<file path="src/rtl/sd4_mac_pkg.sv">
// Shared types and widths for the SD4 MAC datapath.
package sd4_mac_pkg;

  localparam int PSUM_W = 16;

  typedef enum logic [1:0] {
    IDLE  = 2'd0,
    ACCUM = 2'd1,
    DRAIN = 2'd2
  } psum_buf_state_t;

endpackage

</file>
<file path="src/rtl/psum_mem.sv">
// DEPTH x W psum register file: synchronous clear, one registered read port with
// write forwarding, one write port, and a combinational tap used by the drain stage.
module psum_mem
  import sd4_mac_pkg::*;
#(
  parameter int DEPTH = 16,
  parameter int AW    = $clog2(DEPTH),
  parameter int W     = PSUM_W
) (
  input  logic          clk,
  input  logic          rst,
  input  logic          clr,
  input  logic          rd_en,
  input  logic [AW-1:0] rd_idx,
  output logic [W-1:0]  rd_data,
  input  logic          wr_en,
  input  logic [AW-1:0] wr_idx,
  input  logic [W-1:0]  wr_data,
  input  logic [AW-1:0] tap_idx,
  output logic [W-1:0]  tap_data
);

  logic [W-1:0] mem [DEPTH];

  always_ff @(posedge clk) begin
    if (rst || clr) begin
      for (int i = 0; i < DEPTH; i++) mem[i] <= '0;
    end else if (wr_en) begin
      mem[wr_idx] <= wr_data;
    end
  end

  always_ff @(posedge clk) begin
    if (rst) begin
      rd_data <= '0;
    end else if (rd_en) begin
      rd_data <= (wr_en && (wr_idx == rd_idx)) ? wr_data : mem[rd_idx];
    end
  end

  // Forwarding on the tap covers a write-back committed on the edge that enters drain.
  assign tap_data = (wr_en && (wr_idx == tap_idx)) ? wr_data : mem[tap_idx];

endmodule

</file>
<file path="src/rtl/psum_buffer.sv">
// Partial-sum buffer between the PE and the output stage: accumulate passes, then drain.
// Build option PSUM_RELU_EN: clamp entries with the sign bit set to zero on drain.
//
//   state | meaning
//   IDLE  | waiting for start; PE-side strobes ignored
//   ACCUM | PE reads/write-backs active; counting passes
//   DRAIN | streaming entries 0..DEPTH-1 out over valid/ready
module psum_buffer
  import sd4_mac_pkg::*;
#(
  parameter int DEPTH  = 16,
  parameter int AW     = $clog2(DEPTH),
  parameter int PSUM_W = sd4_mac_pkg::PSUM_W
) (
  input  logic              clk,
  input  logic              rst,
  input  logic              start,
  input  logic [3:0]        n_pass,
  input  logic              rd_en,
  input  logic [AW-1:0]     rd_idx,
  output logic [PSUM_W-1:0] psum,
  input  logic              wr_en,
  input  logic [AW-1:0]     wr_idx,
  input  logic [PSUM_W-1:0] psum_in,
  input  logic              pass_done,
  output logic              busy,
  output logic              out_valid,
  input  logic              out_ready,
  output logic [PSUM_W-1:0] out_data,
  output logic [AW-1:0]     out_idx,
  output logic              out_last,
  output logic              done
);

  localparam logic [AW-1:0] LAST_IDX = AW'(DEPTH - 1);

  psum_buf_state_t   state;
  logic [3:0]        passes_left;
  logic              mem_clr, mem_rd, mem_wr;
  logic [AW-1:0]     next_idx, tap_idx;
  logic [PSUM_W-1:0] tap_data, drain_word;

  assign mem_clr  = (state == IDLE) && start;
  assign mem_rd   = (state == ACCUM) && rd_en;
  assign mem_wr   = (state == ACCUM) && wr_en;
  assign next_idx = out_idx + 1'b1;
  assign tap_idx  = (state == DRAIN) ? next_idx : '0;

`ifdef PSUM_RELU_EN
  assign drain_word = tap_data[PSUM_W-1] ? '0 : tap_data;
`else
  assign drain_word = tap_data;
`endif

  psum_mem #(.DEPTH(DEPTH), .AW(AW), .W(PSUM_W)) u_mem (
    .clk      (clk),
    .rst      (rst),
    .clr      (mem_clr),
    .rd_en    (mem_rd),
    .rd_idx   (rd_idx),
    .rd_data  (psum),
    .wr_en    (mem_wr),
    .wr_idx   (wr_idx),
    .wr_data  (psum_in),
    .tap_idx  (tap_idx),
    .tap_data (tap_data)
  );

  // Pass counter runs down from n_pass-1; terminal count is zero.
  always_ff @(posedge clk) begin
    if (rst) begin
      state       <= IDLE;
      passes_left <= '0;
      busy        <= 1'b0;
      out_valid   <= 1'b0;
      out_data    <= '0;
      out_idx     <= '0;
      out_last    <= 1'b0;
      done        <= 1'b0;
    end else begin
      done <= 1'b0;
      case (state)
        IDLE: begin
          if (start) begin
            passes_left <= (n_pass == 4'd0) ? 4'd0 : n_pass - 4'd1;
            busy        <= 1'b1;
            state       <= ACCUM;
          end
        end
        ACCUM: begin
          if (pass_done) begin
            if (passes_left == 4'd0) begin
              state     <= DRAIN;
              out_valid <= 1'b1;
              out_idx   <= '0;
              out_data  <= drain_word;
              out_last  <= 1'b0;
            end else begin
              passes_left <= passes_left - 4'd1;
            end
          end
        end
        DRAIN: begin
          if (out_valid && out_ready) begin
            if (out_idx == LAST_IDX) begin
              state     <= IDLE;
              busy      <= 1'b0;
              out_valid <= 1'b0;
              out_data  <= '0;
              out_idx   <= '0;
              out_last  <= 1'b0;
              done      <= 1'b1;
            end else begin
              out_idx  <= next_idx;
              out_data <= drain_word;
              out_last <= (next_idx == LAST_IDX);
            end
          end
        end
        default: state <= IDLE;
      endcase
    end
  end

endmodule

</file>
<file path="config.mk">
export PLATFORM = sky130hd
export DESIGN_NAME = psum_buffer
export DESIGN_NICKNAME = d
export VERILOG_FILES = /design/src/rtl/sd4_mac_pkg.sv /design/src/rtl/psum_mem.sv /design/src/rtl/psum_buffer.sv
export SDC_FILE = /design/constraint.sdc
export NUM_CORES = 1
export LEC_CHECK = 0
export CORE_ASPECT_RATIO = 1.2
export CORE_UTILIZATION = 55
export DETAILED_ROUTE_END_ITERATION = 16
export MAX_ROUTING_LAYER = met4
export PLACE_DENSITY = 0.74
export SYNTH_ARGS = -nofsm -noshare
export SYNTH_HDL_FRONTEND = slang
export SYNTH_SLANG_ARGS = --single-unit
</file>
<file path="constraint.sdc">
create_clock -name clk -period 3.8 [get_ports clk]
set_input_delay 0.38 -clock clk [delete_from_list [all_inputs] [get_ports clk]]
set_output_delay 0.38 -clock clk [all_outputs]
set_load 0.005 [all_outputs]
</file>
After elaboration in Yosys (flattened, before gate mapping)

Memory sizes are Yosys's and may differ from the RTL's. A register that Yosys moved wholly into a read port is not among the register bits.
Cells that the tools add are included.

Reduce and logical (&&, ||, !) cells: 19
Bitwise operators: 2
Multiplexer cells: 44
$add $sub $neg: 3
Equality and inequality tests: 11

Operator list:

| cell                                                               | count |
|---|---|
| 16-bit two-way mux                                                 | 6 |
| 4-bit two-way mux                                                  | 10 |
| 16-bit case mux with 2 select lines                                | 1 |
| 1-bit two-way mux                                                  | 16 |
| 4-bit case mux with 2 select lines                                 | 2 |
| 16-bit OR reduction                                                | 1 |
| 4-bit AND reduction                                                | 3 |
| 2-bit two-way mux                                                  | 5 |
| 5-bit AND reduction                                                | 2 |
| 4-bit == test, second input constant                               | 2 |
| 4-bit zero test                                                    | 2 |
| 4-bit by 1-bit subtractor with 4-bit output, second input constant | 2 |
| 2-bit by 1-bit != test with 1-bit output, second input constant    | 3 |
| 2-bit != test, second input constant                               | 3 |
| 1-bit case mux with 2 select lines                                 | 3 |
| 2-bit case mux with 3 select lines                                 | 1 |
| 2-bit nonzero test                                                 | 3 |
| 1-bit logical AND                                                  | 5 |
| 4-bit by 1-bit adder with 4-bit output, second input constant      | 1 |
| 4-bit == test                                                      | 1 |
| 3-bit OR reduction                                                 | 1 |
| 2-bit by 1-bit == test with 1-bit output, second input constant    | 1 |
| 2-bit == test, second input constant                               | 1 |
| 2-bit zero test                                                    | 1 |
| other kinds (2)                                                    | 3 |

Flip-flop bits (word level): 30
Memory bits (writable): 256
Memories: 1
Output and inout port bits: 40
Bits of input ports: 35
Word-level logic and storage cells: 88

Memory list:

| name      | words | bits a word | read ports | clocked after memory_dff | wr ports | RTL line       | text |
|---|---|---|---|---|---|---|---|
| u_mem.mem | 16    | 16          | 2          | 1                        | 16       | psum_mem.sv:23 | `logic [W-1:0] mem [DEPTH];` |

Logic depth before layout (Yosys ltp)

Gate-level depths: netlist of run 1.

Depth in word-level cells: 8
Gate-level depth with buffers: 11
Mapped depth without buffers: 7

By module

A second synthesis of run 1 with hierarchy kept.

Cells, all modules: 1202
Area total of the unflattened synthesis: 16359.4 um^2

By module, submodules not included:

| module      | seq. area each (um^2) | cells each | instances | area each (um^2) |
|---|---|---|---|---|
| psum_mem    | 8007.7                | 1032       | 1         | 14946.8 |
| psum_buffer | 600.6                 | 170        | 1         | 1412.6 |

Worst setup path after synthesis of run 1

Ideal clock, no wire load.

Kind: reg-to-reg
Start: register state[1]
End: memory u_mem.mem[7][0] (netlist bit), enable pin
Library setup time: 0.411 ns
Period minus slack after synthesis: 2.691 ns
Data arrival time: 2.280 ns
Stages on the path, launching flop included: 6
Buffers on the path: 1
Setup slack: 1.109 ns
Required time: 3.389 ns
Cell sequence: dfxtp_1 > nand2b_1 > buf_2 > nor3b_2 > nand3b_1 > o21ai_0

RTL lines:

| what                   | RTL line          | text |
|---|---|---|
| from (decl)            | psum_buffer.sv:37 | `psum_buf_state_t state;` |
| from (signal assigned) | psum_buffer.sv:72 | `state <= IDLE;` |
| from (signal assigned) | psum_buffer.sv:87 | `state <= ACCUM;` |
| from (signal assigned) | psum_buffer.sv:93 | `state <= DRAIN;` |
| to (decl)              | psum_mem.sv:23    |  |

==> results of run 1 <==
## state kept, by name, indices dropped and copies added, names as in the netlist
signal	cells
out_idx	4
u_mem.rd_data	16
busy	1
out_valid	1
done	1
out_data	16
out_last	1
u_mem.mem	256
passes_left	4
state	2
## placed cells by master, fill, tap and decap left out, types with 3 or more instances in the layout
| master | count |
|---|---|
| nand2_1 | 16 |
| buf_4 | 66 |
| clkinvlp_4 | 5 |
| clkdlybuf4s50_1 | 72 |
| inv_1 | 21 |
| a2111oi_0 | 4 |
| clkinv_2 | 6 |
| mux2i_1 | 4 |
| a21oi_1 | 43 |
| o211ai_1 | 28 |
| mux2_2 | 45 |
| clkbuf_1 | 3 |
| nor2_1 | 30 |
| clkbuf_16 | 31 |
| xor2_1 | 5 |
| nand3b_1 | 3 |
| mux4_2 | 95 |
| clkinv_1 | 7 |
| edfxtp_1 | 256 |
| buf_12 | 5 |
| dfxtp_1 | 45 |
| nor3_1 | 10 |
| and3_1 | 3 |
| nand3_1 | 18 |
| and2_1 | 258 |
| nor3_2 | 4 |
| a22oi_1 | 32 |
| o22ai_1 | 46 |
| o21ai_2 | 12 |
| o21ai_1 | 11 |
| o2bb2ai_1 | 3 |
| bufinv_16 | 3 |
| o31ai_1 | 17 |
| a211oi_1 | 34 |
| o21ai_0 | 26 |
| nand2b_1 | 26 |
## cell type report
class / count / area [um^2] / area share [%]
multi-input cells: 803 / 6890 / 37.5
well taps: 385 / 482 / 2.62
clock buffers: 34 / 787 / 4.28
repair buffers: 144 / 1320 / 7.19
clock inverters: 21 / 189 / 1.03
flip-flops and latches: 302 / 8610 / 46.9
diodes: 2 / 5.00 / 0.0272
inverters: 22 / 82.6 / 0.450
## worst max-delay path by stage
stage | to | slack, ns | cells after the start
2_1_floorplan | u_mem.mem[7][0]$_SDFFCE_PN0P_ | 1.11 | 5
3_3_place_gp | u_mem.mem[12][2]$_SDFFCE_PN0P_ | 0.95 | 6
3_5_place_dp | u_mem.mem[12][4]$_SDFFCE_PN0P_ | 0.90 | 6
4_1_cts | u_mem.mem[12][4]$_SDFFCE_PN0P_ | 0.89 | 6
5_1_grt | u_mem.mem[12][4]$_SDFFCE_PN0P_ | 0.61 | 6
6_report | u_mem.mem[12][3]$_SDFFCE_PN0P_ | 0.72 | 6
## cell families after synthesis
kind of cell	count (synthesis)	synth area share (%)
multiplexers	144	16.8
XOR/XNOR	6	0.328
buffers and inverters	134	3.63
flip-flops	302	53.8
adder cells (fa/ha/maj)	3	0.234
AND/OR/NAND/NOR	385	14.5
AO/OA/AOI/OAI	265	10.8
## per-layer routing
layer  routed length [um]  GRT usage, %  up-vias
met5                    0             -        -
met4                 1260          11.1        0
met3                 4330          4.85       85
met2                23200          52.6      713
met1                17600          42.7     5711
li1                     -             -     4876
## through the flow
stage / util, % / area (um^2) / setup WS, ns
final: 64.1 / 18400 / 0.721
after detailed placement: 60.6 / 17400 / 0.898
after CTS: 64.0 / 18400 / 0.890
after global placement: 60.6 / 17400 / 0.946
after global routing: 64.1 / 18400 / 0.615
after floorplan: - / 16000 / 1.11
## synthesized netlist by cell type, types with 26 or more instances
| cell | instances |
|---|---|
| and2_1 | 258 |
| edfxtp_1 | 256 |
| mux4_2 | 95 |
| clkbuf_1 | 63 |
| dfxtp_1 | 46 |
| o22ai_1 | 46 |
| mux2_2 | 45 |
| a21oi_1 | 43 |
| o21ai_0 | 38 |
| a211oi_1 | 34 |
| a22oi_1 | 32 |
| nor2_1 | 31 |
| buf_2 | 29 |
| o211ai_1 | 28 |
| nand2b_1 | 26 |
## worst min-delay path, cell delays in order (launching register included)
cell	delay, ns
dfxtp_1	0.32
nand2_1	0.05
a21oi_1	0.05
## report_power, final
part           switching [mW]  total [mW]  internal (mW)
sequential              0.144        3.99           3.84
clock                    1.29        2.98           1.69
combinational           0.531       0.946          0.415
==> flow_results.org, run 1 <==
** Critical path
- By instance count, the cell type seen most on the critical path is nand2b_1.
- Element type at the critical path end :: flip-flop
- CP cell instances :: nand2b_1 -> nor3b_2 -> nand3_1 -> nor3_2 -> nand2b_1 -> buf_4
- Stage delay of the slowest cell on the critical path :: 0.57 ns
- Source of the critical timing path :: state[0]$_SDFFE_PP0P_
- The worst register-to-register path begins at state[0]$_SDFFE_PP0P_.
- For the worst flop-to-flop path, the logic depth is 6.
- Worst setup slack for register-to-register paths :: around 0.7 ns
- Crit path DAT :: approximately 3.3 ns
- Reg2Reg Capture Point :: u_mem.mem[12][3]$_SDFFCE_PN0P_
- Among all stages on the critical path, the largest delay is contributed by dfxtp_1.
- Setup CP Type :: reg2reg
- For the worst setup path, the data required time is 4.07 ns.
- Largest fanout of any net on the critical path :: 13
- On the critical path the largest part of the delay comes from simple AND/OR/NAND/NOR gates.
- Buffering stage count on the worst path with inverters included :: 1
- The worst setup path is launched from a flip-flop.

** Floorplanning
- Core ar. :: between 0.02 and 0.03 mm^2
- The floorplan has just under 70 rows.
- 75 I/O pins were placed.
- Die Y :: 189 um
- Die Outline Area :: slightly below 0.03 mm^2
- From left edge to right edge, the die measures about 160 um.
- Effective utilization at floorplan :: a little under three fifths

** CTS
- Clock slew at the register clock pins of the worst setup and hold paths :: around 0.07 ns
- CTS Buffer Depth :: 3
- Root buffer cell :: clkbuf_16
- In this run the number of H-tree levels came out at 1.
- For this design, the CTS-stage hold fixing added 0 buffers.
- TritonCTS built the clock tree.
- Number of gates resized after cts :: 0
- The clock reaches the later pin of the worst-skew pair after 0.57 ns.
- Buffers added to address setup during post-CTS repair amount to 0.
- CTS buffer count :: 30
- Clock Sinks :: roughly 300

** Drt
- The detailed router placed 11400 vias in this run.
- For this run, the detailed router's first-pass iteration total came to 7.
- Dividing the detail-routed wire length by the instance count gives around 27 um.
- Number of vias per cell :: around 6.6
- After detailed routing, the number of remaining DRC violations is 0.
- WL final :: 46300 um
- DR iter-0 viols :: about 1400
- Post-detailed-route count of antenna-violating nets :: 0

** STA
- Setup Total Neg Slack :: 0 ns
- The routed design could run at a clock period as short as between 3 and 4 ns.
- Worst clock skew on the final layout :: between 0.01 and 0.015 ns
- Max transition margin :: 37.4%
- Total setup violations reported at the end of the flow :: 0
- For the pin with the worst max-slew slack, the measured transition is between 0.9 and 1 ns.
- Period utilization :: 81.0%
- Unrepaired setup endpoints after global routing :: no
- Number of endpoints with negative hold slack in the final report :: 0
- Max-slew violation total from the final report :: 0
- Tightest hold margin :: ~0.47 ns
- For this run, the top clock speed supported by timing is 325 MHz.

** Power and ir drop
- Summed over all cells, the static leakage comes to roughly 6.6 nW.
- IR analysis of the VDD net gives a maximum drop of about 0.27 mV.
- Total power of the final layout :: roughly 7.9 mW
- Power density over the cells :: between 400 and 500 mW/mm^2

** Worst hold path
- The worst hold path terminates at passes_left[1]$_SDFFE_PP0P_.
- Hold Path Cell Cnt :: 2
- Hold Startpoint :: passes_left[1]$_SDFFE_PP0P_
- The path class of the tightest hold or removal check is reg2reg.

** Synthesis
- Of all cell types, the one taking the most synthesized area is edfxtp_1.
- Post-synthesis area per instance :: 12.9 um^2
- Number of enable-type register cells in the synthesized netlist :: 256
- Syn_nets :: ~1300
- Top cell type's share of synthesized area :: 48.0%
- Gate count of the mapped netlist :: ~1200
- During synthesis, Yosys emitted a total of 0 warnings.
- Number of distinct library cells after synthesis :: 56
- The synthesized netlist occupies a cell area of about 0.016 mm^2.
- The synthesized design contains just over 300 register bits.
- Fraction of synthesis flops using an asynchronous set or reset pin :: 0%
- After synthesis, flip-flops and latches occupy a little over half of the total area.
- In the synthesized netlist the dominant register cell turns out to be edfxtp_1.
- Leading cell types by total area after synthesis :: edfxtp_1 (48%), mux4_2 (13%), and2_1 (10%)

** Place
- Detailed placement HPWL :: about 32000 um
- In this run the tool buffered the top-level ports with 74 buffer cells.
- After detailed placement, the design holds a cell count of about 1700.
- The congestion estimate from routability-driven global placement came to 0.909.

** Global route
- Final global-route overflow total :: 0
- The first global-routing pass estimated 69300 um of wire.
- In the global route stage, overall resource usage came out at roughly a third.
- Maximum number of pins on one net before global-route repair :: 50
- The number of global-route vias before repair is around 11000.
- Number of antenna violations at the first check in global routing :: 2

** Finish
- Final net count :: ~1300
- Final standard cell count with taps included and fillers excluded :: between 1500 and 2000
- Ratio of cells with drive above 1 in the final layout :: between 20% and 30%
- Number of filler cells placed in the layout :: 2094
- From synthesis to final layout, the design area changed by 14.7%.

** Job
- Across the run, the number of max-cap violations was 0.

** Run status
- The flow ran to the end, and the final reports show no timing, DRC or antenna violations.
Power figures use the tool's default switching activity.
==> run 2, diff against run 1 <==
PLACE_DENSITY = 0.77   (was 0.74)
clock period = 2.7 ns   (was 3.8 ns; I/O delays follow)
==> run 2 against run 1 <==
Routed wire length increased by 8.5%. Via count is 4.6% higher. Clock power increased by 41%. Final cell count rose by 2.0%. Worst setup slack got worse by 0.56 ns. Final area is 1.9% higher. Global-route usage rose by 2.7 points. Critical endpoint is now out_data[13]$_SDFFE_PP0P_.
==> flow_results.org, run 2 (synthesis gave the netlist of run 1 again) <==
** Finish
- Post-layout instance area :: 0.0187 mm^2 (was 0.0184 mm^2)
- Largest register by flop count :: u_mem.mem (unchanged)
- Final net count :: 1375 (was 1341)
- The number of flip-flops under the largest register name is 256 (unchanged).
- The share of cells above drive strength 1 is 23.5% (was 21.5%).
- Most frequent cells in the layout :: and2_1 (258), edfxtp_1 (256), mux4_2 (95), buf_4 (95), clkdlybuf4s50_1 (72) (was and2_1 (258), edfxtp_1 (256), mux4_2 (95), clkdlybuf4s50_1 (72), buf_4 (66))
- The area added between synthesis and finish is 16.9% (was 14.7%).
- Registers with the most flip-flops: u_mem.mem: 256 flops, out_data: 16 flops, u_mem.rd_data: 16 flops (unchanged).
- Most common library cell in the layout ignoring fill and taps :: and2_1 (unchanged)

** Global route
- Final global-route overflow total :: 0 (unchanged)
- The number of global-route vias before repair was 11700 (was 11200).
- First-pass GRT wire length :: 73400 um (was 69300 um)
- Number of antenna violations at the first check in global routing :: 5 (was 2)
- Global-route usage over all layers :: 35.4% (was 32.8%)
- The maximum number of pins on one net before global-route repair came to 49 (was 50).

** STA
- The worst slew margin relative to its limit is 43.5% (was 37.4%).
- The part of the cycle the worst path needs was 93.9% (was 81.0%).
- Total setup violations reported at the end of the flow :: 0 (unchanged)
- The total count of max-transition violations in the final report came to 0 (unchanged).
- The clock skew was 0.0237 ns (was 0.0111 ns).
- The maximum operating frequency was 394 MHz (was 325 MHz).
- Setup Total Neg Slack :: 0 ns (unchanged)
- Transition time at the pin with the least slew margin :: 0.846 ns (was 0.936 ns)
- Unrepaired setup endpoints after global routing :: no (unchanged)
- Number of endpoints with negative hold slack in the final report :: 0 (unchanged)
- Time the final worst path needs with I/O delays and setup :: 2.54 ns (was 3.08 ns)

** Floorplanning
- The number of top-level pins is 75 (unchanged).
- The die extent in y is 189 um (unchanged).
- Effective utilization at floorplan :: 55.8% (unchanged)
- The number of placement rows was 68 (unchanged).
- The overall die area came to 0.0298 mm^2 (unchanged).
- Core ar. :: 0.0287 mm^2 (unchanged)
- Die width :: 158 um (unchanged)

** Power and ir drop
- Worst IR drop on VDD :: 0.371 mV (was 0.272 mV)
- Static Leakage :: 6.78 nW (was 6.57 nW)
- The power density relative to cell area came to 600 mW/mm^2 (was 431 mW/mm^2).

** Drt
- DR iter-0 viols :: 1602 (was 1445)
- The total vias in the final route came to 11900 (was 11400).
- The detailed-routing iteration count for the pre-antenna-repair pass was 9 (was 7).
- The count of nets left with antenna violations after detail routing was 0 (unchanged).
- Wire per inst :: 28.8 um (was 27.0 um)
- Number of vias per cell :: 6.81 (was 6.65)
- WL final :: 50300 um (was 46300 um)
- The number of remaining DRC errors came to 0 (unchanged).

** Critical path
- Largest fanout of any net on the critical path :: 28 (was 13)
- Reg-to-reg startpoint :: out_idx[0]$_SDFFE_PP0P_ (was state[0]$_SDFFE_PP0P_)
- Crit path DAT :: 3.04 ns (was 3.34 ns)
- Worst setup slack for register-to-register paths :: 0.16 ns (was 0.72 ns)
- Type of origin of the critical path :: flip-flop (unchanged)
- Number of cells on the worst reg-to-reg path :: 8 (was 6)
- The class of the most critical setup path is reg2reg (unchanged).
- Element type at the critical path end :: flip-flop (unchanged)
- The data required time of the critical path is 3.20 ns (was 4.07 ns).
- The endpoint of the worst register-to-register path is out_data[13]$_SDFFE_PP0P_ (was u_mem.mem[12][3]$_SDFFCE_PN0P_).

** Worst hold path
- The number of cells on the worst hold path came to 3 (was 2).
- The worst min-delay path class was in2reg (was reg2reg).
- The startpoint of the worst hold path was start (was passes_left[1]$_SDFFE_PP0P_).
- Worst Hold Endpoint :: state[0]$_SDFFE_PP0P_ (was passes_left[1]$_SDFFE_PP0P_)

** CTS
- The clock-pin slew on the worst setup and hold paths is 0.07 ns (about the same).
- Clock latency reported for the late side of the worst-skew pair :: 0.57 ns (about the same)
- H-tree level count :: 1 (unchanged)
- Root buffer cell :: clkbuf_16 (unchanged)
- The clock tree from TritonCTS is done (unchanged).
- CTS buffer count :: 29 (was 30)
- The maximum buffer depth of the clock tree was 3 (unchanged).
- The clock net sink count came to 302 (unchanged).
- Number of gates resized after cts :: 0 (unchanged)

** Place
- Routability cong. :: 0.984 (was 0.909)
- Detailed placement HPWL :: 34200 um (was 32100 um)
- Port-buffer cells :: 74 (unchanged)
- The instance area at placement is 0.0177 mm^2 (was 0.0174 mm^2).

** Job
- The number of max-cap violations was 0 (unchanged).

** Run status
- Result of the run: complete, no violations (unchanged).
-- run 2: where the power goes --
part,internal [mW],switching (mW),leakage [nW],total (mW)
logic,0.628,0.785,3.15,1.41
clock network,2.44,1.77,0.474,4.21
registers,5.41,0.202,3.15,5.61
total,8.47,2.76,6.78,11.2
-- run 2: metrics by stage --
step | setup slack, ns | hold slack, ns | std cells | utilization [%] | power (mW)
after floorplan | 0.00881 | 0.401 | 1239 | - | 6.44
after global placement | 0.251 | 0.454 | 1689 | 61.8 | 7.02
after detailed placement | 0.163 | 0.449 | 1689 | 61.8 | 7.07
after CTS | 0.161 | 0.430 | 1742 | 65.2 | 11.2
after global routing | 0.0299 | 0.465 | 1747 | 65.3 | 11.5
final | 0.164 | 0.439 | 1748 | 65.3 | 11.2
-- run 2: cell type report --
type                            count  area [um^2]
Inverter                           22         82.6
Timing Repair Buffer              179         1660
Sequential cell                   302         8610
Antenna cell                        4         10.0
Fill cell                        2100         9960
Clock buffer                       39          793
Clock inverter                     14          181
Tap cell                          385          482
Multi-Input combinational cell    803         6900
-- run 2: per-layer routing --
layer	share of wire (%)	up-vias	global-route usage, %
li1	-	4943	-
met5	0	-	-
met4	7.3	0	22.9
met3	10	221	6.66
met1	34	5912	41.1
met2	48	833	56.4
-- run 2: what timing repair did --
| item | CTS | global route |
|---|---|---|
| buffers inserted | 0 | 2 |
| endpoints found under the hold margin | 0 | 0 |
| endpoints found under the setup margin | 0 | 3 |
| hold buffers | 0 | 0 |
-- run 2: how the worst max path moves through the flow --
| stage | start | end | slack [ns] | cells past startpoint |
|---|---|---|---|---|
| global route | state[0]$_SDFFE_PP0P_ | u_mem.mem[4][12]$_SDFFCE_PN0P_ | 0.03 | 6 |
| global placement | rst | u_mem.mem[4][11]$_SDFFCE_PN0P_ | 0.25 | 6 |
| finish | out_idx[0]$_SDFFE_PP0P_ | out_data[13]$_SDFFE_PP0P_ | 0.16 | 8 |
| floorplan | state[1]$_SDFFE_PP0P_ | u_mem.mem[7][0]$_SDFFCE_PN0P_ | 0.009 | 5 |
| CTS | passes_left[0]$_SDFFE_PP0P_ | out_data[14]$_SDFFE_PP0P_ | 0.16 | 7 |
| detailed placement | passes_left[0]$_SDFFE_PP0P_ | out_data[2]$_SDFFE_PP0P_ | 0.16 | 7 |
-- run 2: worst max-delay path, cell delays in order (launching register included) --
cell,delay (ns)
dfxtp_2,0.42
clkinv_1,0.16
ha_4,0.45
nand4bb_1,0.17
buf_4,0.41
o22ai_1,0.17
o211ai_1,0.30
nand3_1,0.22
o21ai_1,0.16
